`config.mk`:
```
export PLATFORM = sky130hd
export DESIGN_NAME = pwm_adc_seq
export DESIGN_NICKNAME = d
export VERILOG_FILES = /design/src/rtl/pwm_adc_seq_pkg.sv /design/src/rtl/pwm_adc_seq_cmp_sync.sv /design/src/rtl/pwm_adc_seq.sv
export SDC_FILE = /design/constraint.sdc
export NUM_CORES = 1
export LEC_CHECK = 0
export CAP_MARGIN = 20
export CORE_MARGIN = 2
export CORE_UTILIZATION = 44
export CTS_BUF_LIST = sky130_fd_sc_hd__clkbuf_8
export CTS_CLUSTER_SIZE = 8
export DETAILED_ROUTE_END_ITERATION = 10
export PLACE_DENSITY_LB_ADDON = 0.2
export SLEW_MARGIN = 20
export SYNTH_ARGS = -nofsm -noshare
export SYNTH_HDL_FRONTEND = slang
export SYNTH_HIERARCHICAL = 1
export SYNTH_SLANG_ARGS = --single-unit
```
`constraint.sdc`:
```
create_clock -name clk_i -period 1.8 [get_ports clk_i]
set_clock_uncertainty 0.05 [all_clocks]
set_input_delay 0.36 -clock clk_i [delete_from_list [all_inputs] [get_ports clk_i]]
set_output_delay 0.36 -clock clk_i [all_outputs]
set_load 0.01 [all_outputs]
```
`src/rtl/pwm_adc_seq_pkg.sv`:
```
// rtl/pwm_adc_seq_pkg.sv - shared types and default sizes for the PWM-ramp ADC sequencer
// Purpose: conversion state enum and default parameter values used by pwm_adc_seq.
// Ports: none (package).
package pwm_adc_seq_pkg;

    localparam int DEF_NBITS = 6;
    localparam int DEF_CNT_W = 16;

    typedef enum logic [1:0] {
        ST_IDLE      = 2'd0,
        ST_DISCHARGE = 2'd1,
        ST_RAMP      = 2'd2,
        ST_DONE      = 2'd3
    } state_e;

endpackage

```
`src/rtl/pwm_adc_seq_cmp_sync.sv`:
```
// rtl/pwm_adc_seq_cmp_sync.sv - two-flop synchronizer for the LVDS comparator
// Purpose: brings the asynchronous comparator level into the clk_i domain.
// Ports:
//   clk_i  - clock
//   rst_ni - asynchronous active-low reset, both flops clear to 0
//   d_i    - asynchronous input level
//   q_o    - synchronized level, two clk_i edges behind d_i
module cmp_sync (
    input  logic clk_i,
    input  logic rst_ni,
    input  logic d_i,
    output logic q_o
);

    logic meta_q;

    always_ff @(posedge clk_i or negedge rst_ni) begin
        if (!rst_ni) begin
            meta_q <= 1'b0;
            q_o    <= 1'b0;
        end else begin
            meta_q <= d_i;
            q_o    <= meta_q;
        end
    end

endmodule

```
`src/rtl/pwm_adc_seq.sv`:
```
// rtl/pwm_adc_seq.sv - conversion sequencer for the PWM-ramp single-slope ADC
// Purpose: clears the pwm_ramp counter for a settle time, enables the ramp,
//   captures the duty cycle when the synchronized comparator trips (all-ones
//   plus overflow on timeout) and offers the result over valid/ready.
// Ports:
//   clk_i, rst_ni           - clock, asynchronous active-low reset
//   start_i, cont_i, abort_i - start pulse, continuous mode, abort to IDLE
//   settle_i, timeout_i     - DISCHARGE length (settle_i+1 cycles), RAMP limit
//   cmp_i                   - asynchronous comparator (filtered PWM > input)
//   dc_i                    - current pwm_ramp duty cycle
//   pwm_clear_o, pwm_enable_o - controls to pwm_ramp
//   busy_o                  - not IDLE
//   result_o, ovf_o         - converted value and timeout flag
//   valid_o, ready_i        - result handshake
// Option: PWM_ADC_SEQ_AVG_EN - each result averages 2**AVG_LOG2 passes.
module pwm_adc_seq
    import pwm_adc_seq_pkg::*;
#(
    parameter int NBITS    = DEF_NBITS,
    parameter int CNT_W    = DEF_CNT_W,
    parameter int AVG_LOG2 = 2
) (
    input  logic             clk_i,
    input  logic             rst_ni,
    input  logic             start_i,
    input  logic             cont_i,
    input  logic             abort_i,
    input  logic [CNT_W-1:0] settle_i,
    input  logic [CNT_W-1:0] timeout_i,
    input  logic             cmp_i,
    input  logic [NBITS-1:0] dc_i,
    output logic             pwm_clear_o,
    output logic             pwm_enable_o,
    output logic             busy_o,
    output logic [NBITS-1:0] result_o,
    output logic             ovf_o,
    output logic             valid_o,
    input  logic             ready_i
);

    state_e           state_q, state_d;
    logic [CNT_W-1:0] cnt_q, cnt_d, cnt_inc;
    logic [NBITS-1:0] result_q, result_d, pass_val;
    logic             ovf_q, ovf_d, pass_ovf, start_conv, cmp_s;

    cmp_sync u_cmp_sync (
        .clk_i  (clk_i),
        .rst_ni (rst_ni),
        .d_i    (cmp_i),
        .q_o    (cmp_s)
    );

    // Settle/timeout counter saturates instead of wrapping.
    assign cnt_inc  = (&cnt_q) ? cnt_q : cnt_q + CNT_W'(1);
    // A crossing beats a simultaneous timeout, so the value depends only on cmp_s.
    assign pass_val = cmp_s ? dc_i : '1;
    assign pass_ovf = ~cmp_s;

`ifdef PWM_ADC_SEQ_AVG_EN
    logic [AVG_LOG2-1:0]       pass_q, pass_d;
    logic [NBITS+AVG_LOG2-1:0] acc_q, acc_d, acc_sum;
    logic                      acc_ovf_q, acc_ovf_d;

    assign acc_sum = acc_q + {{AVG_LOG2{1'b0}}, pass_val};
`else
    // AVG_LOG2 only matters for the averaging build.
    logic unused_avg_log2;
    assign unused_avg_log2 = (AVG_LOG2 != 0);
`endif

    always_ff @(posedge clk_i or negedge rst_ni) begin
        if (!rst_ni) begin
            state_q   <= ST_IDLE;
            cnt_q     <= '0;
            result_q  <= '0;
            ovf_q     <= 1'b0;
`ifdef PWM_ADC_SEQ_AVG_EN
            pass_q    <= '0;
            acc_q     <= '0;
            acc_ovf_q <= 1'b0;
`endif
        end else begin
            state_q   <= state_d;
            cnt_q     <= cnt_d;
            result_q  <= result_d;
            ovf_q     <= ovf_d;
`ifdef PWM_ADC_SEQ_AVG_EN
            pass_q    <= pass_d;
            acc_q     <= acc_d;
            acc_ovf_q <= acc_ovf_d;
`endif
        end
    end

    always_comb begin
        state_d    = state_q;
        cnt_d      = cnt_inc;
        result_d   = result_q;
        ovf_d      = ovf_q;
        start_conv = 1'b0;
`ifdef PWM_ADC_SEQ_AVG_EN
        pass_d     = pass_q;
        acc_d      = acc_q;
        acc_ovf_d  = acc_ovf_q;
`endif
        unique case (state_q)
            ST_IDLE: begin
                if (start_i) begin
                    state_d    = ST_DISCHARGE;
                    start_conv = 1'b1;
                end
            end
            ST_DISCHARGE: begin
                if (cnt_q == settle_i) begin
                    state_d = ST_RAMP;
                    cnt_d   = '0;
                end
            end
            ST_RAMP: begin
                if (cmp_s || (cnt_q == timeout_i)) begin
`ifdef PWM_ADC_SEQ_AVG_EN
                    acc_d     = acc_sum;
                    acc_ovf_d = acc_ovf_q | pass_ovf;
                    pass_d    = pass_q + AVG_LOG2'(1);
                    if (&pass_q) begin
                        result_d = acc_sum[NBITS+AVG_LOG2-1:AVG_LOG2];
                        ovf_d    = acc_ovf_q | pass_ovf;
                        state_d  = ST_DONE;
                    end else begin
                        state_d = ST_DISCHARGE;
                        cnt_d   = '0;
                    end
`else
                    result_d = pass_val;
                    ovf_d    = pass_ovf;
                    state_d  = ST_DONE;
`endif
                end
            end
            ST_DONE: begin
                if (ready_i) begin
                    if (cont_i) begin
                        state_d    = ST_DISCHARGE;
                        start_conv = 1'b1;
                    end else begin
                        state_d = ST_IDLE;
                    end
                end
            end
        endcase

        if (start_conv) begin
            cnt_d = '0;
`ifdef PWM_ADC_SEQ_AVG_EN
            pass_d    = '0;
            acc_d     = '0;
            acc_ovf_d = 1'b0;
`endif
        end

        // Abort overrides everything; the published result is left untouched.
        if (abort_i) begin
            state_d = ST_IDLE;
`ifdef PWM_ADC_SEQ_AVG_EN
            pass_d    = '0;
            acc_d     = '0;
            acc_ovf_d = 1'b0;
`endif
        end
    end

    assign pwm_clear_o  = (state_q != ST_RAMP);
    assign pwm_enable_o = (state_q == ST_RAMP);
    assign busy_o       = (state_q != ST_IDLE);
    assign valid_o      = (state_q == ST_DONE);
    assign result_o     = result_q;
    assign ovf_o        = ovf_q;

endmodule

```
==> After elaboration in Yosys (flattened, before gate mapping) <==
Index checks and enable logic that the tools add are counted.
{ "classes": {"mul": 0, "shifts": 0, "n_mux": 16, "n_reduce_logical": 6, "n_bitwise": 1, "magnitude_cmp": 0, "div": 0, "n_eq_ne": 10, "addsub": 1} }
{ "ops": {"columns": ["cell", "count"], "rows": [
  ["$mux 16", 4],
  ["$eq 16x16->1", 2],
  ["$add 16x1->16 const B", 1],
  ["$reduce_and 16->1", 1],
  ["$mux 2", 5],
  ["$pmux 2 s4", 1],
  ["$mux 6", 1],
  ["$ne 3x2->1 const B", 2],
  ["$ne 3x3->1 const B", 2],
  ["$eq 2x2->1 const B", 2],
  ["$mux 1", 4],
  ["$reduce_and 4->1", 1],
  ["$eq 2x1->1 const B", 1],
  ["$logic_not 2->1", 1],
  ["$ne 2x2->1 const B", 1],
  ["$pmux 1 s2", 1],
  ["$reduce_and 2->1", 1],
  ["$reduce_bool 2->1", 1],
  ["$logic_or 1x1->1", 1],
  ["$not 1->1", 1]
]} }
{ "totals": {"rom_bits": 0, "word_cells": 40, "memories": 0, "register_bits": 27, "mem_bits_rw": 0, "latch_bits": 0} }

==> Logic depth before layout (Yosys ltp) <==
{ "depth": {"depth_word": 5, "depth_mapped": 7} }

==> Hierarchy <==
Netlist, hierarchy kept.
{ "modules_own_cells": {"columns": ["module", "area_per_inst_um2", "n_inst", "cells_per_inst"], "rows": [
  ["pwm_adc_seq", 1755.4, 1, 192],
  ["cmp_sync", 50.0, 1, 2]
]} }

==> Worst setup path before layout <==
Ideal clock, no wire load.
{ "synth_timing": {"path_type": "flip-flop to flip-flop", "from": "reg cnt_q[0]", "to": "reg cnt_q[12]", "path_stages_with_launch": 8, "setup_slack_ns": -0.019, "t_required_ns": 1.629, "period_less_slack_ns": 1.819, "arrival_time_ns": 1.648, "cell_sequence": "dfrtp_1 ha_1 and4_1 clkbuf_1 nand2_1 or2_2 mux2i_1 nor2_1"} }
{ "synth_via": {"elab_chain_cells": 5, "word_cells_on_any_way": 7, "classes_between": "add/sub (1); eq/ne (1); mux (4); reduce/logical (1)"} }
{ "synth_lines": {"columns": ["item", "line", "text"], "rows": [
  ["from (decl)", "pwm_adc_seq.sv:42", "logic [CNT_W-1:0] cnt_q, cnt_d, cnt_inc;"],
  ["from (signal assigned)", "pwm_adc_seq.sv:84", "cnt_q <= cnt_d;"],
  ["$add 16x1->16 / $reduce_and 16->1 (equally long branches)", "pwm_adc_seq.sv:54", "assign cnt_inc = (&cnt_q) ? cnt_q : cnt_q + CNT_W'(1);"],
  ["$mux 16", "pwm_adc_seq.sv:54", null],
  ["$mux 16", "pwm_adc_seq.sv:114", "if (cnt_q == settle_i) begin"],
  ["$mux 16 (*)", "pwm_adc_seq.sv:106", "unique case (state_q)"],
  ["$mux 16 (*)", "pwm_adc_seq.sv:152", "if (start_conv) begin"],
  ["named net cnt_d[12]", "pwm_adc_seq.sv:42", null]
]} }
Mark *: on every way through the listed nets, which the timed path passes. The rest lies on a longest branch.
A chain may end at the register's enable or synchronous reset.

==> Worst setup path in the final report <==
{ "layout_timing": {"from": "reg cnt_q[6]", "to": "reg state_q[1]"} }
{ "layout_via": {"elab_chain_cells": 4, "word_cells_on_any_way": 6, "classes_between": "eq/ne (4); reduce/logical (2)"} }
{ "layout_lines": {"columns": ["item", "line", "text"], "rows": [
  ["$eq 16x16->1", "pwm_adc_seq.sv:120", "if (cmp_s || (cnt_q == timeout_i)) begin"],
  ["$logic_or 1x1->1", "pwm_adc_seq.sv:120", null],
  ["$ne 3x2->1 (no source line)", null, null],
  ["$reduce_and 4->1 (no source line) (*)", null, null],
  ["to (signal assigned)", "pwm_adc_seq.sv:83", "state_q <= state_d;"],
  ["to (decl)", "pwm_adc_seq.sv:41", "state_e state_q, state_d;"]
]} }
Every way passes the cells marked *; elsewhere a longest branch is shown, timed or not.

==> impl_metrics.yaml <==
critical_path:
  crit_arrival_ns: 1.96
  timing.critical_path.from: "cnt_q[6]"
  critical_path.endpoint: "state_q[1]"
  cp_startpoint_kind: "register"
  worstSetupEndpointType: "register"
  crit-reg2reg-launch: "cnt_q[6]"
  timing_worst_setup_path_type: "register to register"
  rrSetupSlack_ns: -0.05
  timing.rr.end: "state_q[1]"
  cp_data_required_time_ns: 1.91
  path_max_fanout: 5
  r2r.worst_path.cells: 7
global_route:
  pin_count_of_the_biggest_net_entering_global_routing: 28
  groute.usage.overall: 0.2143
  grt_antenna_before_repair: 0
  wire_length_of_the_first_global_routing_pass_um: 7396
  grt_overflow_total: 0
  via_count_of_the_first_global_routing_pass: 1582
sta:
  timing.final.hold_violations: 0
  worstMarginPinSlew_ns: 0.3969
  hold-worst-slack_ns: 0.3088
  maxClockFrequency_ghz: 0.5419
  timing.slew.headroom: 0.7316
  finalCriticalPeriod_ns: 1.846
  unrepaired_setup_endpoints_after_global_routing: "yes"
  worst_setup_margin_ns: -0.04550
  period_utilization_post_route: 1.025
  setup_viol: 5
  drv_slew: 0
route:
  viasPerCell: 5.169
  route.vias.total: 1742
  wl_per_cell_um: 14.66
  drt_first_iter_violations: 81
  detail_route.drc_violations: 0
  drtPass1Iterations: 4
  finalWirelength_um: 4939
  ant_nets: 0
die:
  die_area_mm2: 0.004631
  coreArea_mm2: 0.003971
  io-pin-count: 56
  die_y_um: 68.06
  num_rows: 23
  initial_utilization: 0.4546
  die_width_um: 68.06
clock_tree:
  clk_latency_ns: 0.28
  worst_setup_hold_path_clk_slew_ns: 0.10
  numCtsBuffers: 3
  clock_sinks: 27
  cts-root-to-sink-buffers: 2
  tritoncts_clock_tree: "done"
  cts-root-buf: "sky130_fd_sc_hd__clkbuf_8"
  clock_tree.htree_level_count: 1
layout:
  utilization_of_the_core_after_routing: 0.7473
  register_area_um2: 684.4
  filler_cell_count: 283
  layout.cells.non_filler: 337
  multiInputGateArea_mm2: 0.001182
  nets: 338
  flow.area_growth_from_synthesis_pct: 64.38
  drive_above_1_share: 0.2997
  number_of_antenna_diodes: 0
synthesis:
  number_of_unique_standard_cell_types_used_by_synthesis: 37
  synthArstFlopShare: 1.000
  syn-cell-area_mm2: 0.001805
  synth_edf_count: 0
  syn_inst: 194
  total_of_flip_flops_plus_latches_after_synthesis: 27
  synthesis.yosys.warnings: 6
  synth_sequential_area_ratio: 0.3742
  dominantRegCellSynth: "sky130_fd_sc_hd__dfrtp_1"
  synthesis.area_per_instance_um2: 9.307
  synthesis.nets: 244
power_and_ir_drop:
  report.power.total_mw: 2.657
  ir_drop_uv: 525.8
  powerDensity_mw_per_mm2: 895.4
  power_leakage_nw: 1.382
worst_hold_path:
  hold_crit_path_type: "register to register"
  holdCritStartpoint: "u_cmp_sync/meta_q"
placement:
  placed_cells_incl_taps: 318
  dp_slack_ns: -0.4722
  gp_routability_congestion: 0.8404
  hpwl_reported_at_the_end_of_detailed_placement_um: 3461
  portBuffers: 55
flow_run:
  max_cap_violations: 0
status:
  run_status: "finished with violations"
  failed_checks: "negative setup slack"
cell usage after synthesis (2+ instances only):
cell type	number	area [µm²]
sky130_fd_sc_hd__nor4_1	5	31.28
sky130_fd_sc_hd__a21oi_1	11	55.05
sky130_fd_sc_hd__o311ai_0	2	17.52
sky130_fd_sc_hd__and3_1	2	12.51
sky130_fd_sc_hd__inv_1	11	41.29
sky130_fd_sc_hd__nand2_1	14	52.55
sky130_fd_sc_hd__nand3_1	5	25.02
sky130_fd_sc_hd__nor4b_1	2	17.52
sky130_fd_sc_hd__xnor2_1	26	227.7
sky130_fd_sc_hd__a31oi_1	7	43.79
sky130_fd_sc_hd__clkbuf_2	3	15.01
sky130_fd_sc_hd__ha_1	5	62.56
sky130_fd_sc_hd__clkbuf_1	3	11.26
sky130_fd_sc_hd__a211oi_1	5	37.54
sky130_fd_sc_hd__dfrtp_1	27	675.7
sky130_fd_sc_hd__nor3_1	3	15.01
sky130_fd_sc_hd__nand2b_1	3	18.77
sky130_fd_sc_hd__mux2i_1	4	40.04
sky130_fd_sc_hd__xor2_1	16	140.1
sky130_fd_sc_hd__nor2_1	15	56.30
sky130_fd_sc_hd__buf_2	5	25.02
sky130_fd_sc_hd__nand4_1	5	31.28
worst max-delay path, cell delays in order, from the launching register on:
cell	delay (ns)
sky130_fd_sc_hd__dfrtp_2	0.48
sky130_fd_sc_hd__xor2_1	0.17
sky130_fd_sc_hd__nor4_2	0.30
sky130_fd_sc_hd__buf_4	0.16
sky130_fd_sc_hd__a41o_4	0.25
sky130_fd_sc_hd__buf_4	0.12
sky130_fd_sc_hd__o2111ai_2	0.09
sky130_fd_sc_hd__o311ai_1	0.11
power breakdown:
part	switching (mW)	internal, mW	total, mW
clock	0.190	0.153	0.343
combinational	0.661	0.780	1.44
sequential	0.117	0.757	0.874
total	0.968	1.69	2.66
through the flow:
stage | instance area (µm²) | setup TNS (ns)
after floorplan | 1807 | 0
after global placement | 2605 | -7.134
after global routing | 2968 | -1.742
after detailed placement | 2605 | -7.767
final | 2968 | -0.09759
after CTS | 2731 | -0.08601
routing by layer:
metal / track usage / vias to the layer above / part of all wire
li1: - / 852 / -
met1: 0.3084 / 806 / 0.46
met2: 0.3398 / 78 / 0.46
met3: 0.01974 / 6 / 0.074
met4: 0.06750 / 0 / 0.013
met5: 0 / - / 0
layout by cell type (no fill, tap or decap), types with 4 or more instances in the layout:
cell                               n
sky130_fd_sc_hd__a21oi_1           6
sky130_fd_sc_hd__a21oi_2           5
sky130_fd_sc_hd__a31oi_1           7
sky130_fd_sc_hd__buf_4            41
sky130_fd_sc_hd__clkdlybuf4s50_1  35
sky130_fd_sc_hd__dfrtp_1          20
sky130_fd_sc_hd__dfrtp_2           7
sky130_fd_sc_hd__dlygate4sd2_1     8
sky130_fd_sc_hd__dlymetal6s2s_1   12
sky130_fd_sc_hd__ha_1              4
sky130_fd_sc_hd__inv_1            11
sky130_fd_sc_hd__mux2i_1           4
sky130_fd_sc_hd__nand2_1          12
sky130_fd_sc_hd__nand3_1           5
sky130_fd_sc_hd__nand4_1           5
sky130_fd_sc_hd__nor2_1           15
sky130_fd_sc_hd__xnor2_1          24
sky130_fd_sc_hd__xor2_1           13
how the worst min path moves through the flow:
| stage | slack (ns) | to | depth (start not counted) |
|---|---|---|---|
| 2_1_floorplan | 0.01 | cnt_q[0] | 0 |
| 3_5_place_dp | 0.29 | u_cmp_sync/q_o | 0 |
| 5_1_grt | 0.33 | u_cmp_sync/q_o | 0 |
| 4_1_cts | 0.31 | u_cmp_sync/q_o | 0 |
| 3_3_place_gp | 0.29 | u_cmp_sync/q_o | 0 |
| 6_report | 0.31 | u_cmp_sync/q_o | 0 |
registers in the layout, summed over array words and instances (netlist names):
register           cells
result_o               6
u_cmp_sync/q_o         1
u_cmp_sync/meta_q      1
state_q                2
cnt_q                 16
ovf_o                  1
repair_timing:
item,in CTS,in global routing
gates resized for setup,21,38
hold endpoints to repair,0,0
buffers inserted,5,11
endpoints found under the setup margin,19,26
pin swaps,6,22
hold buffers,0,0
layout make-up:
type / count / area share
clock buffer: 3 / 0.01391
clock inverter: 1 / 0.001265
inverter: 11 / 0.01391
multi-input combinational: 144 / 0.3984
sequential: 27 / 0.2306
tap: 50 / 0.02108
timing repair buffer: 101 / 0.3208
kinds of logic after synthesis:
| family | after synthesis | synth area share |
|---|---|---|
| AO/OA/AOI/OAI | 32 | 0.1185 |
| adder cells (fa/ha/maj) | 5 | 0.03465 |
| multiplexers | 4 | 0.02218 |
| XOR/XNOR | 42 | 0.2037 |
| flip-flops | 27 | 0.3742 |
| buffers and inverters | 23 | 0.05544 |
| AND/OR/NAND/NOR | 61 | 0.1913 |
Note: power is estimated with default switching activity, not from simulation.
==> edit: new RTL, config.mk and constraints unchanged <==
Put a register stage on the output `pwm_clear_o`. The value now appears one clock later. The other outputs are not delayed to match.
--- a/src/rtl/pwm_adc_seq.sv
+++ b/src/rtl/pwm_adc_seq.sv
@@ -169,7 +169,9 @@
         end
     end
 
-    assign pwm_clear_o  = (state_q != ST_RAMP);
+    always_ff @(posedge clk_i) begin
+        pwm_clear_o <= (state_q != ST_RAMP);
+    end
     assign pwm_enable_o = (state_q == ST_RAMP);
     assign busy_o       = (state_q != ST_IDLE);
     assign valid_o      = (state_q == ST_DONE);
Formal check against the unedited RTL: not equivalent (Yosys sat finds a counterexample within 4 cycles, from zero or initial values and one cycle with rst_ni low).
==> edit against the original RTL <==
The run still ends with negative setup slack left; via count grew 4.2%; sequential cell count up 1; design area rose by 4.9%; routed wire length up 13%; setup slack worse by 0.075 ns; fmax is 3.9% lower; first-iteration DRC count rose by 84%; total power grew 15%; utilization is 3.1 points higher; area after synthesis up 1.1%; critical endpoint is now cnt_q[8]$_DFF_PN0_; highest routed layer unchanged.
==> edit: results (changes against the original RTL) <==
- Outcome: complete, but fails checks
- Failing checks: negative setup slack
- Top cells by area, synth: dfrtp_1 (37%), xnor2_1 (12%), xor2_1 (7.7%)
- Syn avg cell area: 9.36 um^2 (+0.59%)
- Compound-Gate Fraction of Synth Area: 0.117 (-0.00130)
- Initial antenna violation count: 0 (unchanged)
- Post-Synth Adder-Cell Area: 0.0343 (-0.000380)
- Area grow syn2layout: 70.6%
- Critical path data arrival time: 2.03 ns (+0.07 ns)
- Total negative setup slack: -0.704 ns (-0.606 ns)
- Synth cell count leaders: dfrtp_1 (27), xnor2_1 (26), xor2_1 (16), nor2_1 (15), nand2_1 (14)
- Fin nets: 337 (-0.30%)
- Post-synthesis cell type count: 38 (+2.7%)
- Synth Area in XOR/XNOR: 0.202 (-0.00223)
- Buffering overhead: 0.307 (-0.0139)
- Hold/Removal Path Class: flip-flop to flip-flop
- Hold Crit Depth: 0 (unchanged)
- Fraction of area in multi-input gates: 0.411 (+0.0126)
- Total Wirelength: 5580 um (+13%)
- Seq/Total Area, Yosys: 0.381 (+0.00686)
- Setup violations, final: 16 (+11)
- DRT iter0 DRCs: 149 (+84%)
- Seq cells: 28 (+3.7%)
- Bufs w/o clock: 99 (-2.0%)
- #MultiIn Comb: 144 (unchanged)
- First-pass GRT wire length: 7090 um (-4.2%)
- Asr flop ratio synth: 0.964 (-0.0357)
- Syn nets: 245 (+0.41%)
- Wire length per cell: 16.6 um (+13%)
- HPWL after DPL: 3360 um (-2.9%)
- Clk tree area frac: 0.0229 (+0.00772)
- Worst-Skew Late Latency: 0.27 ns
- Pleak: 1.41 nW (+1.9%)
- R2R Path Start: cnt_q[5]$_DFF_PN0_
- Final Cell Area: 3110 um^2 (+4.9%)
- GPL Wtd Cong: 0.796 (-5.3%)
- Placed inst area: 2620 um^2 (+0.48%)
- Max reg flops: 16 (unchanged)
- Worst r2r dst: cnt_q[8]$_DFF_PN0_
- Peak VDD IR: 660 uV (+26%)
- Worst-Margin Slew: 0.354 ns (-0.0426 ns)
- Share of cells above drive strength 1: 0.360 (+0.0605)
- Reg area: 703 um^2 (+2.7%)
- GRT Total Usage: 0.204 (-0.0107)
- Pre-CTS setup slack: -0.350 ns (+0.122 ns)
- Number of global-route vias before repair: 1,593 (+0.70%)
- Routed vias: 1,816 (+4.2%)
- H-tree depth: 1 (unchanged)
- Fillers: 261 (-7.8%)
- WHS: 0.323 ns (+0.0144 ns)
- Crit-path leading delay family: simple AND/OR/NAND/NOR gates
- Post-synthesis mux area share: 0.0219 (-0.000243)
- Final WS setup: -0.121 ns (-0.0750 ns)
- Post-DRT Antenna Nets: 0 (unchanged)
- Crit Path Max Fanout: 5 (unchanged)
- Max stage delay on crit path: 0.44 ns (-0.04 ns)
- Worst Hold Path EP: u_cmp_sync/q_o$_DFF_PN0_
[edit: cell types whose count changed in the layout (fill, tap and decap cells not counted), moves of 4 or more]
cell	unedited run	this run
nor2_1	15	5
xnor2_2	2	6
clkdlybuf4s50_1	35	39
dlygate4sd2_1	8	3
nor2_2	0	4
nor2_4	0	6
xnor2_1	24	20
buf_4	41	37
[edit: how the worst max path moves through the flow]
stage / from / to / slack (ns)
after CTS: cnt_q[6]$_DFF_PN0_ / state_q[1]$_DFFE_PN0P_ / -0.02
final: cnt_q[5]$_DFF_PN0_ / cnt_q[8]$_DFF_PN0_ / -0.12
after global placement: timeout_i[12] / ovf_o$_DFFE_PN0P_ / -0.31
after detailed placement: timeout_i[1] / state_q[1]$_DFFE_PN0P_ / -0.35
after global routing: cnt_q[5]$_DFF_PN0_ / cnt_q[7]$_DFF_PN0_ / -0.18
after floorplan: cnt_q[6]$_DFF_PN0_ / cnt_q[15]$_DFF_PN0_ / 0.006
[edit: what timing repair did]
action,CTS,global route
setup buffers,5,7
endpoints found under the setup margin,20,26
gates resized for setup,17,66
gates cloned,0,2
pin swaps,8,27
[edit: per-layer routing]
metal / routed length, um / up-vias / share of wire / GRT usage
li1: - / 867 / - / -
met1: 2380 / 862 / 0.43 / 0.282
met2: 2800 / 76 / 0.50 / 0.332
met3: 307 / 11 / 0.055 / 0.0247
met4: 88 / 0 / 0.016 / 0.0600
met5: 0 / - / 0 / 0
[edit: power breakdown]
| part | internal, W | total, W | switching (W) | leakage, nW |
|---|---|---|---|---|
| Combinational | 0.000866 | 0.00165 | 0.000785 | 1.03 |
| Sequential | 0.000785 | 0.000916 | 0.000131 | 0.343 |
| Clock | 0.000298 | 0.000497 | 0.000199 | 0.0357 |
| Total | 0.00195 | 0.00306 | 0.00112 | 1.41 |
